`src/rtl/fifo_pop_stream.sv`:
```
// fifo_pop_stream: drains a pop-interface FIFO into a registered valid/ready stream
// through a two-entry buffer (head + skid), so ready_i never reaches pop_o combinationally.
// Ports:
//   clk_i, rst_ni         clock, asynchronous active-low reset
//   flush_i               discard buffered entries (synchronous)
//   empty_i, fifo_data_i  FIFO side: empty flag and head word
//   pop_o                 pop strobe, FIFO head consumed this cycle
//   valid_o, ready_i      stream handshake
//   data_o                stream payload (registered head entry)
//   beat_cnt_o            saturating count of accepted beats
//   stall_cnt_o           saturating count of valid-but-not-ready cycles
// Optional feature: define FIFO_POP_STREAM_STATS_EN to build the statistics counters;
// without it the two counter ports are tied to zero.
module fifo_pop_stream #(
    parameter int DATA_WIDTH = 32,
    parameter int STAT_WIDTH = 16
) (
    input  logic                  clk_i,
    input  logic                  rst_ni,
    input  logic                  flush_i,
    input  logic                  empty_i,
    input  logic [DATA_WIDTH-1:0] fifo_data_i,
    output logic                  pop_o,
    output logic                  valid_o,
    input  logic                  ready_i,
    output logic [DATA_WIDTH-1:0] data_o,
    output logic [STAT_WIDTH-1:0] beat_cnt_o,
    output logic [STAT_WIDTH-1:0] stall_cnt_o
);
    typedef enum logic [1:0] {EMPTY = 2'd0, ONE = 2'd1, TWO = 2'd2} state_t;

    state_t                cnt_q;
    logic [DATA_WIDTH-1:0] head_q;
    logic [DATA_WIDTH-1:0] skid_q;
    logic                  pop;
    logic                  xfer;

    // Popping is gated only by occupancy, so a full buffer never depends on ready_i.
    assign pop     = ~empty_i & ~flush_i & (cnt_q != TWO);
    assign pop_o   = pop;
    assign valid_o = cnt_q != EMPTY;
    assign data_o  = head_q;
    assign xfer    = valid_o & ready_i;

    always_ff @(posedge clk_i or negedge rst_ni) begin
        if (!rst_ni) begin
            cnt_q  <= EMPTY;
            head_q <= '0;
            skid_q <= '0;
        end else if (flush_i) begin
            cnt_q <= EMPTY;
        end else begin
            case (cnt_q)
                EMPTY: begin
                    if (pop) begin
                        head_q <= fifo_data_i;
                        cnt_q  <= ONE;
                    end
                end
                ONE: begin
                    if (pop && xfer) begin
                        head_q <= fifo_data_i;
                    end else if (pop) begin
                        skid_q <= fifo_data_i;
                        cnt_q  <= TWO;
                    end else if (xfer) begin
                        cnt_q <= EMPTY;
                    end
                end
                TWO: begin
                    if (xfer) begin
                        head_q <= skid_q;
                        cnt_q  <= ONE;
                    end
                end
                default: cnt_q <= EMPTY;
            endcase
        end
    end

`ifdef FIFO_POP_STREAM_STATS_EN
    logic [STAT_WIDTH-1:0] beat_q;
    logic [STAT_WIDTH-1:0] stall_q;

    // Flush clears the counters even if a beat is accepted in the same cycle.
    always_ff @(posedge clk_i or negedge rst_ni) begin
        if (!rst_ni) begin
            beat_q  <= '0;
            stall_q <= '0;
        end else if (flush_i) begin
            beat_q  <= '0;
            stall_q <= '0;
        end else begin
            if (xfer && !(&beat_q)) beat_q <= beat_q + STAT_WIDTH'(1);
            if (valid_o && !ready_i && !(&stall_q)) stall_q <= stall_q + STAT_WIDTH'(1);
        end
    end

    assign beat_cnt_o  = beat_q;
    assign stall_cnt_o = stall_q;
`else
    assign beat_cnt_o  = '0;
    assign stall_cnt_o = '0;
`endif
endmodule

```
`config.mk`:
```
export PLATFORM = sky130hd
export DESIGN_NAME = fifo_pop_stream
export DESIGN_NICKNAME = d
export VERILOG_FILES = /design/src/rtl/fifo_pop_stream.sv
export SDC_FILE = /design/constraint.sdc
export NUM_CORES = 1
export LEC_CHECK = 0
export ABC_AREA = 1
export CAP_MARGIN = 20
export CORE_AREA = 2 2 117 108
export CTS_BUF_LIST = sky130_fd_sc_hd__clkbuf_4 sky130_fd_sc_hd__clkbuf_8 sky130_fd_sc_hd__clkbuf_16
export DETAILED_ROUTE_END_ITERATION = 7
export DIE_AREA = 0 0 119 110
export GPL_ROUTABILITY_DRIVEN = 0
export GPL_TIMING_DRIVEN = 0
export PLACE_DENSITY = 0.64
export SLEW_MARGIN = 20
export SYNTH_ARGS = -nofsm -noshare
export SYNTH_HDL_FRONTEND = slang
export SYNTH_SLANG_ARGS = --single-unit
```
`constraint.sdc`:
```
create_clock -name clk_i -period 1.8 [get_ports clk_i]
set_input_delay 0.36 -clock clk_i [delete_from_list [all_inputs] [get_ports clk_i]]
set_output_delay 0.36 -clock clk_i [all_outputs]
set_load 0.05 [all_outputs]
```
==> results.sh <==
export IMPL_status="complete, no violations"
export IMPL_drtIter0Drc=95
export IMPL_clk_latency_ns=0.32
export IMPL_fp_dieH_um=110
export IMPL_worstSetupEndpointType="primary output"
export IMPL_crit_family="flip-flops"
export IMPL_synth_distinct_cells=17
export IMPL_dp_cells=671
export IMPL_skew_ns=0.00532
export IMPL_post_place_ws_ns=-0.553
export IMPL_avgRoutedWirePerCell_um=11.9
export IMPL_tightest_slew_ns=0.554
export IMPL_antenna_found_initial=0
export IMPL_synth_top_cell_area_share_pct=50.9
export IMPL_syn_avg_cell_area_um2=7.93
export IMPL_path_clk_slew_ns=0.06
export IMPL_syn_area_um2=3240
export IMPL_hpwl_mm=6.24
export IMPL_reg2reg_to="data_o[11]$_DFFE_PN0P_"
export IMPL_final_cells=689
export IMPL_seqCellArea_um2=1650
export IMPL_setup_ws_ns=0.0859
export IMPL_hold_violations=0
export IMPL_worst_ep_arrival_time_ns=1.35
export IMPL_vias=2858
export IMPL_grt_pass1_wl_mm=13.6
export IMPL_dieArea_um2=13100
export IMPL_ys_seq_area_share_pct=50.9
export IMPL_slew_violations=0
export IMPL_root_buffer="clkbuf_16"
export IMPL_cpPeakStageDelay_ns=0.44
export IMPL_die_width_um=119
export IMPL_io_pins=103
export IMPL_multi_input_area_um2=1190
export IMPL_path_cells="nand2_2, buf_6, nand2_1, inv_1, buf_4"
export IMPL_hold_path_class="reg -> reg"
export IMPL_synthTopCellsByArea="dfrtp_1 51%, nand2_1 13%, buf_4 8.1%, nand3_1 5.6%, o21ai_0 4.9%"
export IMPL_peakVddDrop_v=0.000967
export IMPL_worst_setup_path_type="reg -> out"
export IMPL_p_leak_nw=2.52
export IMPL_ant_nets=0
export IMPL_synth_top_flop_cell="dfrtp_1"
export IMPL_cp_slowest_cell="dfrtp_2"
export IMPL_firstDrtPassIters=4
export IMPL_routed_wl_mm=8.22
export IMPL_yosys_warnings=0
export IMPL_gr_usage_all_layers_pct=13.1
export IMPL_synth_cells=409
export IMPL_grt_max_degree=45
export IMPL_viasPerCell=4.15
export IMPL_yosysTopAreaCell="dfrtp_1"
export IMPL_r2r_start="cnt_q[0]$_DFFE_PN0P_"
export IMPL_fmax_mhz=583
export IMPL_cts_tree="built"
export IMPL_r2r_worst_path_cells=9
export IMPL_nets=561
export IMPL_setup_viol=0
export IMPL_maxCapViolCount=0
export IMPL_rsz0062_at_grt="false"
export IMPL_grt_overflow=0
export IMPL_required_ns=1.44
export IMPL_slew_headroom_pct=63.1
export IMPL_synthArstFlopShare_pct=100
export IMPL_htreeDepth=3
export IMPL_min_period_over_period_pct=95.2
export IMPL_post_route_drc_count=0
export IMPL_drive_gt1_share_pct=15.1
export IMPL_cts_made_buffers=9
export IMPL_hold_depth=2
export IMPL_fin_crit_ns=1.71
export IMPL_port_buffer_count=70
export IMPL_critPathLaunchType="flop"
export IMPL_ys_ff_latch=66
export IMPL_critPathBufInv=3
export IMPL_hp_start="data_o[30]$_DFFE_PN0P_"
export IMPL_rrSetupSlack_ns=0.23
export IMPL_startpoint="cnt_q[1]$_DFFE_PN0P_"
export IMPL_n_antenna_cell=0
export IMPL_clock_sinks=66
export IMPL_initial_core_util_pct=27.4
export IMPL_synth_edf_count=0
export IMPL_powerDensity_nw_per_um2=1480
export IMPL_syn_to_final_growth_pct=41.8
export IMPL_row_count=38
export IMPL_fillers=1200
export IMPL_cp_max_fo=10
export IMPL_worst_hold_path_endpoint="data_o[30]$_DFFE_PN0P_"
export IMPL_grt_pass1_vias=2821
export IMPL_core_um2=11800
export IMPL_cts_buffer_depth=2
-- area by class of cell --
type | instances | area share (%)
Timing Repair Buffer | 73 | 15.1
Buffer | 54 | 8.18
Clock inverter | 4 | 1.60
Multi-Input combinational cell | 281 | 26.0
Tap cell | 160 | 4.35
Clock buffer | 12 | 5.66
Sequential cell | 66 | 35.9
Inverter | 39 | 3.18
-- report_power, final --
| part | internal (W) | switching (W) |
|---|---|---|
| sequential | 0.00206 | 0.000233 |
| clock | 0.00130 | 0.000616 |
| combinational | 0.000728 | 0.00189 |
| total | 0.00409 | 0.00274 |
-- worst max path at each step --
stage                             endpoint  slack, ns  depth (start not counted)
floorplan                            pop_o       0.34                          5
global placement    data_o[14]$_DFFE_PN0P_      -1.79                          1
detailed placement                   pop_o      -0.55                          5
CTS                                valid_o      0.009                          3
global route                         pop_o      0.006                          5
finish                               pop_o       0.09                          5
-- worst register-to-register path: cells and delay by family, from the launching register on --
kind / cells / cell delay (ns)
and+or+nand+nor: 7 / 0.72
DFF: 1 / 0.39
buffers and inverters: 2 / 0.34
-- what timing repair did --
item	4_1_cts	5_1_grt
setup buffers	0	1
setup endpoints to repair	34	2
hold endpoints to repair	22	0
resized for setup	42	4
hold buffers	1	0
-- routing by layer --
| metal | up-vias | GRT usage [%] | part of all wire [%] |
|---|---|---|---|
| met5 | - | 0 | 0 |
| met1 | 1307 | 16.6 | 46 |
| met4 | 0 | 4.68 | 1.8 |
| met2 | 85 | 21.1 | 46 |
| li1 | 1453 | - | - |
| met3 | 13 | 4.22 | 5.7 |
-- layout by cell type (no fill, tap or decap) --
cell type        netlist  routed
nand2_1              110     109
dlygate4sd3_1          0       1
inv_1                 38      38
bufinv_16              0       2
nor2_2                 1       2
buf_6                  3       4
buf_16                 0       1
buf_2                 13      13
clkbuf_2               0       1
clkdlybuf4s50_1        0      35
clkinv_4               0       1
nand2_2                2       3
o21ai_1                4       4
dfrtp_1               66      64
clkinv_2               0       1
clkbuf_16              0       9
a21oi_1               28      28
dfrtp_2                0       2
nand4_1                1       1
buf_4                 35      37
clkbuf_4               0       1
dlygate4sd2_1          0      32
nor2_1                35      34
conb_1                 1      32
inv_2                  1       1
nand3_1               36      36
clkbuf_8               0       2
o21ai_0               32      32
clkbuf_1               3       3
-- logic make-up after synthesis --
kind of cell	share of synthesized area (%)
AND/OR/NAND/NOR	23.1
flip-flops	50.9
buffers and inverters	16.0
AO/OA/AOI/OAI	9.87
other	0.116
-- flip-flops by register name, summed over array words and instances (netlist names) --
register and count:
cnt_q 2, data_o 32, skid_q 32
-- synthesized netlist by cell type (2+ instances only) --
cell and number:
dfrtp_1 66, buf_2 13, o21ai_1 4, inv_1 38, buf_6 3, a21oi_1 28
nor2_1 35, o21ai_0 32, nand2_2 2, clkbuf_1 3, buf_4 35, nand2_1 110
nand3_1 36
-- through the flow --
stage	utilization [%]	power, W	hold slack, ns	TNS (ns)	instance area (µm²)
6_report	38.9	0.00683	0.464	0	4600
5_1_grt	38.9	0.00724	0.492	0	4600
4_1_cts	38.8	0.00692	0.469	0	4590
3_5_place_dp	36.2	0.00515	0.288	-6.62	4290
3_3_place_gp	36.0	0.00507	0.456	-122.32	4260
2_1_floorplan	-	0.00420	0.0644	0	3360
No activity file was read; power rests on OpenSTA's default activity.
